File: config.mk
export PLATFORM = sky130hd
export DESIGN_NAME = xmit_fifo_of_verifla_flat
export DESIGN_NICKNAME = d
export VERILOG_FILES = /design/src/rtl/xmit_fifo_of_verifla_pkg.sv /design/src/rtl/xmit_fifo_of_verifla_if.sv /design/src/rtl/xmit_fifo_of_verifla_fifo.sv /design/src/rtl/xmit_fifo_of_verifla.sv /design/src/flat_wrapper.sv
export SDC_FILE = /design/constraint.sdc
export NUM_CORES = 1
export LEC_CHECK = 0
export CAP_MARGIN = 20
export CORE_ASPECT_RATIO = 0.9
export CORE_UTILIZATION = 49
export DETAILED_ROUTE_END_ITERATION = 16
export HOLD_SLACK_MARGIN = 0.15
export PLACE_DENSITY_LB_ADDON = 0.25
export SETUP_SLACK_MARGIN = 0.02
export SLEW_MARGIN = 40
export SYNTH_ARGS = -nofsm -noshare
export SYNTH_HDL_FRONTEND = slang
export SYNTH_SLANG_ARGS = --single-unit
File: constraint.sdc
create_clock -name sys_clk -period 2.8 [get_ports sys_clk]
set_input_delay 0.28 -clock sys_clk [delete_from_list [all_inputs] [get_ports sys_clk]]
set_output_delay 0.28 -clock sys_clk [all_outputs]
set_load 0.05 [all_outputs]
File: src/rtl/xmit_fifo_of_verifla_pkg.sv
`default_nettype none
// ============================================================================
// Module      : xmit_fifo_of_verifla_pkg
// Description : Shared verifla constants: sender state encodings, default depth.
// Revision    : 1.0 - initial release
// ============================================================================
package xmit_fifo_of_verifla_pkg;

    localparam int c_DEPTH_LOG2 = 4;

    localparam logic [1:0] c_ST_IDLE      = 2'd0;
    localparam logic [1:0] c_ST_ISSUE     = 2'd1;
    localparam logic [1:0] c_ST_WAIT_BUSY = 2'd2;
    localparam logic [1:0] c_ST_WAIT_DONE = 2'd3;

endpackage
`default_nettype wire

File: src/rtl/xmit_fifo_of_verifla_if.sv
`default_nettype none
// ============================================================================
// Module      : xmit_fifo_of_verifla_if
// Description : Producer-side write port plus UART transmitter handshake.
// Revision    : 1.0 - initial release
// ============================================================================
interface xmit_fifo_of_verifla_if
    import xmit_fifo_of_verifla_pkg::*;
#(
    parameter int DEPTH_LOG2 = c_DEPTH_LOG2
);
    logic                  wr_en;
    logic [7:0]            wr_data;
    logic                  full;
    logic                  empty;
    logic [DEPTH_LOG2:0]   count;
    logic                  overflow;
    logic                  clr_ovf;
    logic                  xmitH;
    logic [7:0]            xmit_dataH;
    logic                  xmit_doneH;
    logic                  busy;

    // FIFO side
    modport slave (
        input  wr_en, wr_data, clr_ovf, xmit_doneH,
        output full, empty, count, overflow, xmitH, xmit_dataH, busy
    );

    // Producer / transmitter environment side
    modport master (
        output wr_en, wr_data, clr_ovf, xmit_doneH,
        input  full, empty, count, overflow, xmitH, xmit_dataH, busy
    );
endinterface
`default_nettype wire

File: src/rtl/xmit_fifo_of_verifla_fifo.sv
`default_nettype none
// ============================================================================
// Module      : fifo_sync_of_verifla
// Description : Single-clock byte FIFO with a dedicated occupancy counter.
// Revision    : 1.0 - initial release
// ============================================================================
module fifo_sync_of_verifla
    import xmit_fifo_of_verifla_pkg::*;
#(
    parameter int DEPTH_LOG2 = c_DEPTH_LOG2
) (
    input  wire logic                  sys_clk,
    input  wire logic                  sys_rst_l,
    input  wire logic                  push,
    input  wire logic [7:0]            pushData,
    input  wire logic                  pop,
    output logic      [7:0]            popData,
    output logic      [DEPTH_LOG2:0]   count,
    output logic                       full,
    output logic                       empty
);
    localparam int c_DEPTH = 1 << DEPTH_LOG2;

    logic [7:0]              r_mem [c_DEPTH];
    logic [DEPTH_LOG2-1:0]   r_wrPtr;
    logic [DEPTH_LOG2-1:0]   r_rdPtr;
    logic [DEPTH_LOG2:0]     r_count;

    // Storage is deliberately left out of reset.
    always_ff @(posedge sys_clk) begin
        if (push) begin
            r_mem[r_wrPtr] <= pushData;
        end
    end

    always_ff @(posedge sys_clk or negedge sys_rst_l) begin
        if (!sys_rst_l) begin
            r_wrPtr <= '0;
            r_rdPtr <= '0;
            r_count <= '0;
        end else begin
            if (push) r_wrPtr <= r_wrPtr + 1'b1;
            if (pop)  r_rdPtr <= r_rdPtr + 1'b1;
            case ({push, pop})
                2'b10:   r_count <= r_count + 1'b1;
                2'b01:   r_count <= r_count - 1'b1;
                default: r_count <= r_count;
            endcase
        end
    end

    assign popData = r_mem[r_rdPtr];
    assign count   = r_count;
    assign full    = (r_count == (DEPTH_LOG2+1)'(c_DEPTH));
    assign empty   = (r_count == '0);

endmodule
`default_nettype wire

File: src/rtl/xmit_fifo_of_verifla.sv
`default_nettype none
// ============================================================================
// Module      : xmit_fifo_of_verifla
// Description : Byte FIFO feeding a UART transmitter through a 4-state sender.
// Revision    : 1.0 - initial release
// ============================================================================
module xmit_fifo_of_verifla
    import xmit_fifo_of_verifla_pkg::*;
#(
    parameter int DEPTH_LOG2 = c_DEPTH_LOG2
) (
    input  wire logic           sys_clk,
    input  wire logic           sys_rst_l,
    xmit_fifo_of_verifla_if.slave fifoIf
);
    logic [1:0]            r_state;
    logic [1:0]            w_nextState;
    logic [7:0]            r_xmitData;
    logic                  r_overflow;
    logic                  w_pop;
    logic                  w_push;
    logic                  w_ovfSet;
    logic                  w_full;
    logic                  w_empty;
    logic [7:0]            w_head;
    logic [DEPTH_LOG2:0]   w_count;
    logic                  w_xmit;
    logic                  w_busy;

    // A pop frees a slot on the same edge, so a write while full is still taken.
    assign w_pop    = (r_state == c_ST_IDLE) && !w_empty && fifoIf.xmit_doneH;
    assign w_push   = fifoIf.wr_en && (!w_full || w_pop);
    assign w_ovfSet = fifoIf.wr_en && w_full && !w_pop;

    fifo_sync_of_verifla #(
        .DEPTH_LOG2 (DEPTH_LOG2)
    ) u_fifo (
        .sys_clk   (sys_clk),
        .sys_rst_l (sys_rst_l),
        .push      (w_push),
        .pushData  (fifoIf.wr_data),
        .pop       (w_pop),
        .popData   (w_head),
        .count     (w_count),
        .full      (w_full),
        .empty     (w_empty)
    );

    always_ff @(posedge sys_clk or negedge sys_rst_l) begin
        if (!sys_rst_l) begin
            r_state <= c_ST_IDLE;
        end else begin
            r_state <= w_nextState;
        end
    end

    always_comb begin
        w_nextState = r_state;
        case (r_state)
            c_ST_IDLE:      if (w_pop)              w_nextState = c_ST_ISSUE;
            c_ST_ISSUE:                             w_nextState = c_ST_WAIT_BUSY;
            c_ST_WAIT_BUSY: if (!fifoIf.xmit_doneH) w_nextState = c_ST_WAIT_DONE;
            c_ST_WAIT_DONE: if (fifoIf.xmit_doneH)  w_nextState = c_ST_IDLE;
            default:                                w_nextState = c_ST_IDLE;
        endcase
    end

    always_comb begin
        w_xmit = (r_state == c_ST_ISSUE);
        w_busy = (r_state != c_ST_IDLE);
    end

    // Clear wins over a coincident overflow set.
    always_ff @(posedge sys_clk or negedge sys_rst_l) begin
        if (!sys_rst_l) begin
            r_xmitData <= 8'h00;
            r_overflow <= 1'b0;
        end else begin
            if (w_pop) r_xmitData <= w_head;
            if (fifoIf.clr_ovf)  r_overflow <= 1'b0;
            else if (w_ovfSet)   r_overflow <= 1'b1;
        end
    end

    assign fifoIf.full       = w_full;
    assign fifoIf.empty      = w_empty;
    assign fifoIf.count      = w_count;
    assign fifoIf.overflow   = r_overflow;
    assign fifoIf.xmitH      = w_xmit;
    assign fifoIf.xmit_dataH = r_xmitData;
    assign fifoIf.busy       = w_busy;

endmodule
`default_nettype wire

File: src/flat_wrapper.sv
// flat-port wrapper written by rule: the top's interface ports become plain ports
module xmit_fifo_of_verifla_flat import xmit_fifo_of_verifla_pkg::*;
#(
    parameter int DEPTH_LOG2 = c_DEPTH_LOG2
)
  (sys_clk, sys_rst_l, fifoIf_wr_en, fifoIf_wr_data, fifoIf_clr_ovf, fifoIf_xmit_doneH, fifoIf_full, fifoIf_empty, fifoIf_count, fifoIf_overflow, fifoIf_xmitH, fifoIf_xmit_dataH, fifoIf_busy);
  xmit_fifo_of_verifla_if #(.DEPTH_LOG2(DEPTH_LOG2)) fifoIf_i ();
  input  wire logic sys_clk;
  input  wire logic sys_rst_l;
  input wire logic [$bits(fifoIf_i.wr_en)-1:0] fifoIf_wr_en;
  input wire logic [$bits(fifoIf_i.wr_data)-1:0] fifoIf_wr_data;
  input wire logic [$bits(fifoIf_i.clr_ovf)-1:0] fifoIf_clr_ovf;
  input wire logic [$bits(fifoIf_i.xmit_doneH)-1:0] fifoIf_xmit_doneH;
  output wire logic [$bits(fifoIf_i.full)-1:0] fifoIf_full;
  output wire logic [$bits(fifoIf_i.empty)-1:0] fifoIf_empty;
  output wire logic [$bits(fifoIf_i.count)-1:0] fifoIf_count;
  output wire logic [$bits(fifoIf_i.overflow)-1:0] fifoIf_overflow;
  output wire logic [$bits(fifoIf_i.xmitH)-1:0] fifoIf_xmitH;
  output wire logic [$bits(fifoIf_i.xmit_dataH)-1:0] fifoIf_xmit_dataH;
  output wire logic [$bits(fifoIf_i.busy)-1:0] fifoIf_busy;
  assign fifoIf_i.wr_en = fifoIf_wr_en;
  assign fifoIf_i.wr_data = fifoIf_wr_data;
  assign fifoIf_i.clr_ovf = fifoIf_clr_ovf;
  assign fifoIf_i.xmit_doneH = fifoIf_xmit_doneH;
  assign fifoIf_full = fifoIf_i.full;
  assign fifoIf_empty = fifoIf_i.empty;
  assign fifoIf_count = fifoIf_i.count;
  assign fifoIf_overflow = fifoIf_i.overflow;
  assign fifoIf_xmitH = fifoIf_i.xmitH;
  assign fifoIf_xmit_dataH = fifoIf_i.xmit_dataH;
  assign fifoIf_busy = fifoIf_i.busy;
  xmit_fifo_of_verifla #(.DEPTH_LOG2(DEPTH_LOG2)) u_core (.sys_clk(sys_clk), .sys_rst_l(sys_rst_l), .fifoIf(fifoIf_i));
endmodule
==> reports/results.ini, run 1 <==
[run_status]
outcome=complete, no violations

[critical_path]
required_ns=3.13
arrival_ns=2.93
reg2reg_depth=9
critPathKind=reg2reg
reg2reg_to=u_core.u_fifo.count[4]$_DFFE_PN0P_
crit_path_start_kind=flip-flop
cp-endpoint=u_core.u_fifo.count[4]$_DFFE_PN0P_
reg2reg_slack_ns=0.20
worstSetupStartpoint=u_core.u_fifo.count[0]$_DFFE_PN0P_
cp_max_fo=6
regToRegStartpoint=u_core.u_fifo.count[0]$_DFFE_PN0P_
endpoint_kind=flip-flop

[routing]
vias=3067
wl_um=11500
drt_iter0_markers=148
route.detailed.drc=0
drt-vias-per-instance=5.47
postRouteAntennaNets=0
drtPass1Iterations=4
wl_per_cell_um=20.5

[placement]
placed_area_mm2=0.00683
dp_hpwl_um=7430
io_buffers=30
placed_cells=529
gp_congestion=0.805

[clock_tree]
hold_buffers=0
cts_inserted_buffers=17
cts_root_buf=clkbuf_16
clkLatencyLatePin_ns=0.42
cts.sinks=152
clk_path_buf_depth=2
clk_pin_slew_ns=0.06
h-tree-depth=4
tritoncts=done
cts_setup_buffers=0

[synthesis]
synthDistinctLibCells=38
syn-num-nets=359
synth_most_common_cell=edfxtp_1
syn_inst=332
synth_common_cells=128 x edfxtp_1, 32 x mux4_2, 24 x dfrtp_1
synth_top_flop_cell=edfxtp_1
synth_top_area_frac=0.617
ys_seq_area_frac=0.714
synth_seq_cells=152
synth-edff-count=128
avgSynthCellArea_um2=18.7
yosysTopAreaCell=edfxtp_1
synth-async-reset-ratio=0.158
synth.area.top_cells=edfxtp_1 62%, mux4_2 12%, dfrtp_1 9.6%, mux2i_1 2.9%, ha_1 2.6%
ys_warn_count=0
syn-cell-area_mm2=0.00622

[sta]
fin_crit_ns=2.60
whs_ns=0.244
setup_tns_ns=0
tightest_slew_ns=0.575
slew_headroom=0.616
finalCritPeriodShare=0.929
slew_viol_final=0
finClkSkew_ns=0.0119
setup_viol=0
finalHoldViolCount=0
grt_setup_unrepaired=false
fmax_mhz=384

[global_routing]
grt_pass1_wl_um=18300
antenna_found_initial=0
track_usage=0.199
grt_pass1_vias=3189
grt_max_degree=34
globalRouteOverflowTotal=0

[floorplan]
die_h_um=109
die-width_um=121
io_pins=31
die-area_mm2=0.0132
core-area_mm2=0.0122
start_util=0.509
rows=38

[flow_run]
maxCapViolations=0

[cells_and_area]
nets=415
diodes=0
drive_gt1_frac=0.229
layout.cells.non_filler=561
area_delta_synth_final_pct=18.5
fin_area_mm2=0.00737

[hold_path]
hold_path_class=in2async

[power_and_ir_drop]
leakage_nw=2.61
irDropWorstVdd_mv=0.606
p_per_area_mw_per_mm2=1030

worst min path at each step:
stage               cells past startpoint                                      end                                    start
CTS                                     2       u_core.fifoIf.overflow$_DFFE_PN0P_                                sys_rst_l
detailed placement                      2  u_core.fifoIf.xmit_dataH[1]$_DFFE_PN0N_  u_core.fifoIf.xmit_dataH[1]$_DFFE_PN0N_
finish                                  2       u_core.fifoIf.overflow$_DFFE_PN0P_                                sys_rst_l
global placement                        2  u_core.fifoIf.xmit_dataH[7]$_DFFE_PN0N_  u_core.fifoIf.xmit_dataH[7]$_DFFE_PN0N_
global route                            2            u_core.r_state[0]$_DFFE_PN0P_                                sys_rst_l
floorplan                               0       u_core.fifoIf.overflow$_DFFE_PN0P_                                sys_rst_l
sequential cells by signal (all words and copies together) (netlist names):
name / flops
u_core.fifoIf.overflow: 1
u_core.r_state: 2
u_core.u_fifo.r_rdPtr: 4
u_core.u_fifo.r_wrPtr: 4
u_core.u_fifo.r_mem: 128
u_core.u_fifo.count: 5
u_core.fifoIf.xmit_dataH: 8
per-stage QoR:
step | setup WS, ns | utilization | total power, mW
2_1_floorplan | 0.122 | - | 4.79
5_1_grt | 0.0354 | 0.604 | 7.94
4_1_cts | 0.0689 | 0.603 | 7.65
3_5_place_dp | 0.212 | 0.559 | 5.56
3_3_place_gp | 0.294 | 0.559 | 5.49
6_report | 0.197 | 0.604 | 7.56
logic make-up (layout without fill, tap and decap cells):
| logic type | Yosys count | in the layout | share of synthesized area |
|---|---|---|---|
| AO/OA/AOI/OAI | 21 | 21 | 0.0289 |
| XOR/XNOR | 8 | 8 | 0.0113 |
| adder cells (fa/ha/maj) | 14 | 14 | 0.0293 |
| buffers and inverters | 27 | 96 | 0.0177 |
| flip-flops | 152 | 152 | 0.714 |
| multiplexers | 53 | 53 | 0.151 |
| AND/OR/NAND/NOR | 57 | 57 | 0.0474 |
layout by cell type (no fill, tap or decap), types with 3 or more instances in the layout:
cell	Yosys	layout
clkdlybuf4s50_1	0	28
nand2_1	22	22
ha_1	13	13
clkbuf_1	6	3
clkinv_2	0	7
mux2i_1	18	18
buf_4	0	19
nor2_1	6	6
and2_1	13	13
edfxtp_1	128	128
a21oi_1	3	3
mux4_2	32	32
clkbuf_16	0	17
xnor2_1	8	8
o221ai_1	10	10
dfrtp_1	24	23
inv_1	13	13
timing repair:
| action | 4_1_cts | 5_1_grt |
|---|---|---|
| gates resized for setup | 1 | 1 |
| endpoints found under the setup margin | 1 | 1 |
| endpoints found under the hold margin | 0 | 0 |
| gates cloned | 0 | 0 |
critical path, cell delays in order (launching register included):
cell and delay (ns):
dfrtp_1 0.45, or4_4 0.57, o21ai_2 0.16, nor2_2 0.06, ha_1 0.32, nor2b_1 0.14
o21ai_0 0.20, nand3b_1 0.13, o32a_1 0.30, o221ai_1 0.17
final cells by class:
| cell class | count | area, µm² |
|---|---|---|
| clock buffers | 22 | 464 |
| inverters | 14 | 52.6 |
| clock inverters | 10 | 77.6 |
| multi-input cells | 153 | 1670 |
| well taps | 160 | 200 |
| fillers | 891 | 4840 |
| repair buffers | 50 | 464 |
| flip-flops and latches | 152 | 4450 |
metal layers:
metal / up-vias / wire, µm / track usage / share of wire
met5: - / 0 / 0 / 0
met4: 0 / 143 / 0.0811 / 0.012
met3: 14 / 671 / 0.0628 / 0.058
met2: 79 / 5590 / 0.307 / 0.49
met1: 1557 / 5080 / 0.266 / 0.44
li1: 1417 / - / - / -
where the power goes:
part	switching, mW	internal, mW
clock network	0.831	1.25
logic	1.34	1.07
registers	0.245	2.82
Note: power is estimated with default switching activity, not from simulation.
==> run 2: changes to the inputs <==
- CORE_UTILIZATION: 49 -> 45
- GPL_ROUTABILITY_DRIVEN: unset -> 1
==> run 2 against run 1 <==
First-iteration DRC count rose by 37%; sequential power is 1% lower; sequential share of layout area fell by 0.56 points; cell area grew 0.93%; clock skew shrank 0.0013 ns; wire length is 1.1% higher; combinational power grew 2%; count of clock-buffer cells in the layout rose by 6; final cell count up 2.5%; clock power up 2%; non-clock buffer count up 6; global-route usage fell by 1.7 points; critical path type is now reg2out; critical endpoint is now fifoIf_empty; largest cell class unchanged; largest power group unchanged.
==> reports/results.ini, run 2 (synthesis results as in run 1) <==
[critical_path]
reg2reg_depth=9  ; unchanged
required_ns=2.52  ; -0.61 ns
regToRegStartpoint=u_core.u_fifo.count[0]$_DFFE_PN0P_
worstSetupStartpoint=u_core.u_fifo.count[0]$_DFFE_PN0P_
crit_path_start_kind=flip-flop
arrival_ns=2.40  ; -0.53 ns
cp_max_fo=6  ; unchanged
endpoint_kind=primary output
critPathKind=reg2out

[sta]
fin_crit_ns=2.68  ; +0.0762 ns
setup_viol=0  ; unchanged
slew_viol_final=0  ; unchanged
fmax_mhz=373  ; -2.8%
finalHoldViolCount=0  ; unchanged
finClkSkew_ns=0.0106  ; -0.00132 ns
tightest_slew_ns=0.578  ; +0.00323 ns
grt_setup_unrepaired=false
setup_tns_ns=0  ; unchanged
finalCritPeriodShare=0.957  ; +0.0272
slew_headroom=0.614  ; -0.00216

[routing]
wl_um=11600  ; +1.1%
vias=3121  ; +1.8%
met3_length_um=626  ; -6.7%
drtPass1Iterations=4  ; unchanged
wl_per_cell_um=20.2  ; -1.4%
met1_length_um=5080  ; about the same
drt_iter0_markers=203  ; +37%
wl_met2_um=5820  ; +4.1%
drt-vias-per-instance=5.43  ; -0.72%
postRouteAntennaNets=0  ; unchanged
route.detailed.drc=0  ; unchanged
highest_layer=met4

[cells_and_area]
n_fill_cell=1057  ; +19%
layout_commonest_cell=edfxtp_1
largest_reg_flops=128  ; unchanged
layout_common_cells=128 x edfxtp_1, 32 x mux4_2, 29 x clkdlybuf4s50_1
drive_gt1_frac=0.229  ; -0.000925
diodes=0  ; unchanged
area_delta_synth_final_pct=19.6
multiInputGateArea_mm2=0.00168  ; +0.52%
nets=421  ; +1.4%
top_register=u_core.u_fifo.r_mem
fin_util=0.555  ; -0.0486
ff_latch_area_mm2=0.00445  ; unchanged

[floorplan]
die_h_um=114  ; +4.3%
die-width_um=126  ; +4.3%
die-area_mm2=0.0143  ; +8.7%
rows=40  ; +5.3%
io_pins=31  ; unchanged
start_util=0.464  ; -0.0453
core-area_mm2=0.0134  ; +9.8%

[clock_tree]
cts_inserted_buffers=17  ; unchanged
cts_root_buf=clkbuf_16
h-tree-depth=4  ; unchanged
clk_pin_slew_ns=0.05  ; about the same
cts.sinks=152  ; unchanged
clkLatencyLatePin_ns=0.41  ; about the same
tritoncts=done
clk_path_buf_depth=2  ; unchanged

[global_routing]
grt_pass1_vias=3326  ; +4.3%
grt_max_degree=35  ; +2.9%
antenna_found_initial=0  ; unchanged
grt_pass1_wl_um=18700  ; +2.2%
track_usage=0.183  ; -0.0167
globalRouteOverflowTotal=0  ; unchanged

[hold_path]
hold_path_class=in2async

[placement]
dp_hpwl_um=7590  ; +2.2%
gp_congestion=0.803  ; -0.14%
io_buffers=30  ; unchanged

[flow_run]
maxCapViolations=0  ; unchanged

[power_and_ir_drop]
p_per_area_mw_per_mm2=1030  ; about the same
leakage_nw=2.62  ; +0.58%
irDropWorstVdd_mv=0.527  ; -13%

[run_status]
outcome=complete, no violations

run 2: cell count changes in the layout (fill, tap and decap cells not counted), sizes merged:
cell,delta
bufinv,+1
clkinv,-7
buf,+6
dlygate4sd2,-1
clkbuf,+6
clkdlybuf4s50,+1
run 2: where the power goes:
group          switching, mW  internal, mW
Sequential             0.203          2.83
Clock                  0.799          1.33
Combinational           1.39          1.08
Total                   2.39          5.24
run 2: worst max-delay path, stage by stage (launching register included):
cell and delay [ns]:
dfrtp_1 0.44, or4_4 0.57, nor2_2 0.15, clkdlybuf4s50_1 0.82
run 2: path summary, 6_finish.rpt:
path	slack (ns)	endpoint
worst max-delay path	0.12	fifoIf_empty
worst min-delay path	0.24	u_core.r_state[0]$_DFFE_PN0P_
worst max register to register	0.21	u_core.u_fifo.count[4]$_DFFE_PN0P_
worst min register to register	0.51	u_core.fifoIf.xmit_dataH[6]$_DFFE_PN0N_
max in group asynchronous	2.26	u_core.u_fifo.r_rdPtr[2]$_DFFE_PN0N_
min in group sys_clk	0.41	u_core.fifoIf.overflow$_DFFE_PN0P_
run 2: per-layer routing:
metal / GRT usage / vias to the layer above
li1: - / 1433
met1: 0.239 / 1609
met2: 0.301 / 70
met3: 0.0507 / 9
met4: 0.0530 / 0
met5: 0 / -
run 2: area by class of cell:
type,count,share of cell area
clock inverter,4,0.00925
multi-input combinational,153,0.226
tap,168,0.0282
sequential,152,0.597
timing repair buffer,56,0.0686
inverter,14,0.00706
clock buffer,28,0.0640
run 2: timing repair:
item | in CTS | in global routing
resized for setup | 1 | 2
setup buffers | 0 | 0
endpoints found under the setup margin | 1 | 2
hold buffers | 0 | 0
run 2: metrics by stage:
stage,hold WS (ns),power (mW),cell area (µm²),worst slack [ns],instances
6_report,0.242,7.63,7440,0.121,575
3_3_place_gp,0.492,5.51,6890,0.222,543
4_1_cts,0.244,7.71,7440,0.0773,575
5_1_grt,0.274,8.02,7440,0.0314,575
3_5_place_dp,0.486,5.57,6890,0.181,543
2_1_floorplan,-0.0156,4.79,6220,0.122,332
==> run 3: changes to the inputs <==
- ABC_CLOCK_PERIOD_IN_PS: unset -> 2600
- clock period: 2.8 -> 2.6 ns (I/O delays scaled with it)
==> run 3 against run 2 <==
Combinational power rose by 11%; non-clock buffer count is 6 higher; total power rose by 6.1%; critical endpoint is now u_core.u_fifo.count[4]$_DFFE_PN0P_; via count grew 0.48%; global-route usage down 0.19 points; count of clock-buffer cells in the layout decreased by 2; clock power is essentially flat; largest cell class unchanged; sequential cell count unchanged; utilization grew 0.12 points; wire length up 1.9%.
==> reports/results.ini, run 3 (synthesis results as in run 1) <==
[floorplan]
io_pins=31  ; unchanged
rows=40  ; unchanged
die-width_um=126  ; unchanged
die_h_um=114  ; unchanged
die-area_mm2=0.0143  ; unchanged
core-area_mm2=0.0134  ; unchanged
start_util=0.464  ; unchanged

[routing]
drt-vias-per-instance=5.40  ; -0.56%
drt_iter0_markers=227  ; +12%
vias=3136  ; +0.48%
drtPass1Iterations=5  ; +1
postRouteAntennaNets=0  ; unchanged
wl_per_cell_um=20.4  ; +0.83%
wl_um=11800  ; +1.9%
route.detailed.drc=0  ; unchanged

[clock_tree]
clk_path_buf_depth=2  ; unchanged
cts_setup_buffers=0  ; unchanged
clk_pin_slew_ns=0.06  ; about the same
cts_inserted_buffers=17  ; unchanged
clkLatencyLatePin_ns=0.41  ; about the same
tritoncts=done
h-tree-depth=4  ; unchanged
cts_root_buf=clkbuf_16
cts.sinks=152  ; unchanged

[global_routing]
grt_pass1_wl_um=18100  ; -3.0%
antenna_found_initial=0  ; unchanged
grt_pass1_vias=3221  ; -3.2%
grt_max_degree=35  ; unchanged
track_usage=0.181  ; -0.00187
globalRouteOverflowTotal=0  ; unchanged

[critical_path]
reg2reg_slack_ns=0.04  ; -0.17 ns
critPathKind=reg2reg
worst-path-buf-inv=0  ; -1
reg2reg_depth=9  ; unchanged
critPathSlowestCell=or4_4
path_cells=or4_4, o21ai_4, nor2_2, ha_1, nor2b_1, o21ai_1, nand3b_1, o32a_1, o221ai_1
regToRegStartpoint=u_core.u_fifo.count[1]$_DFFE_PN0P_
endpoint_kind=flip-flop
required_ns=2.92  ; +0.40 ns
cp_max_fo=5  ; -1
worstSetupStartpoint=u_core.u_fifo.count[1]$_DFFE_PN0P_
critical-path-top-delay-family=simple AND/OR/NAND/NOR gates
reg2reg_to=u_core.u_fifo.count[4]$_DFFE_PN0P_
max_stage_delay_ns=0.58  ; -0.24 ns
arrival_ns=2.88  ; +0.48 ns
crit_path_start_kind=flip-flop

[hold_path]
hold_path_class=in2async

[cells_and_area]
area_delta_synth_final_pct=19.8
layout_commonest_cell=edfxtp_1
top_register=u_core.u_fifo.r_mem
diodes=0  ; unchanged
layout.cells.non_filler=581  ; +1.0%
layout_common_cells=128 x edfxtp_1, 32 x mux4_2, 32 x buf_4
nets=427  ; +1.4%
drive_gt1_frac=0.262  ; +0.0330
largest_reg_flops=128  ; unchanged

[flow_run]
maxCapViolations=0  ; unchanged

[sta]
timing.final.ws_setup_ns=0.0430  ; -0.0782 ns
fin_crit_ns=2.56
whs_ns=0.227  ; -0.0148 ns
slew_headroom=0.607  ; -0.00674
finalCritPeriodShare=0.983
finalHoldViolCount=0  ; unchanged
finClkSkew_ns=0.00815  ; -0.00246 ns
tightest_slew_ns=0.588  ; +0.0101 ns
setup_viol=0  ; unchanged
slew_viol_final=0  ; unchanged
grt_setup_unrepaired=true
fmax_mhz=391

[placement]
dp_hpwl_um=7580  ; -0.20%
io_buffers=30  ; unchanged
placed_cells=549  ; +1.1%
place_ws_ns=0.0538  ; -0.128 ns
gp_congestion=0.803  ; about the same

[run_status]
outcome=complete, no violations

[power_and_ir_drop]
p_per_area_mw_per_mm2=1090  ; +5.9%
leakage_nw=2.63  ; +0.24%
irDropWorstVdd_mv=0.720  ; +37%

-- run 3: cell types whose count changed in the layout (fill, tap and decap cells not counted), moves of 2 or more --
| cell | change |
|---|---|
| clkbuf_1 | -2 |
| dfrtp_2 | +3 |
| dfrtp_1 | -3 |
| clkinv_2 | +4 |
| bufinv_16 | -2 |
| buf_4 | +7 |
-- run 3: worst max path at each step --
stage | end | cells after the start
final | u_core.u_fifo.count[4]$_DFFE_PN0P_ | 9
after detailed placement | u_core.u_fifo.count[4]$_DFFE_PN0P_ | 9
after global routing | u_core.u_fifo.count[4]$_DFFE_PN0P_ | 9
after global placement | u_core.u_fifo.count[4]$_DFFE_PN0P_ | 9
after floorplan | u_core.u_fifo.count[4]$_DFFE_PN0P_ | 9
after CTS | u_core.u_fifo.count[4]$_DFFE_PN0P_ | 9
-- run 3: layout make-up --
class / count / area [µm²]
fillers: 1042 / 5950
clock buffers: 26 / 469
flip-flops and latches: 152 / 4450
clock inverters: 6 / 28.8
repair buffers: 62 / 561
inverters: 14 / 52.6
well taps: 168 / 210
multi-input cells: 153 / 1690
-- run 3: repair_timing --
action | CTS | global route
resized for setup | 0 | 6
hold endpoints to repair | 0 | 0
endpoints found under the setup margin | 0 | 65
hold buffers | 0 | 0
-- run 3: layer usage --
metal  up-vias  GRT usage  part of all wire
li1       1437          -                 -
met1      1610      0.235              0.43
met2        76      0.296              0.50
met3        13     0.0553             0.059
met4         0     0.0530             0.012
met5         -          0                 0
-- run 3: power by group --
group,total [mW],switching (mW),internal [mW]
registers,3.27,0.219,3.05
logic,2.74,1.53,1.21
clock network,2.10,0.866,1.23
-- run 3: through the flow --
stage / TNS [ns] / instance area (µm²) / total power, mW / utilization
6_report: 0 / 7460 / 8.10 / 0.556
5_1_grt: -0.0396 / 7460 / 8.49 / 0.556
4_1_cts: 0 / 7440 / 8.17 / 0.555
3_5_place_dp: 0 / 6940 / 6.06 / 0.518
3_3_place_gp: 0 / 6940 / 5.99 / 0.518
2_1_floorplan: 0 / 6230 / 5.17 / -
-- run 3: worst reg2reg max path, cell delays in order (launching register included) --
cell and delay [ns]:
dfrtp_2 0.43, or4_4 0.58, o21ai_4 0.17, nor2_2 0.07, ha_1 0.31, nor2b_1 0.15, o21ai_1 0.16, nand3b_1 0.13
o32a_1 0.30, o221ai_1 0.17
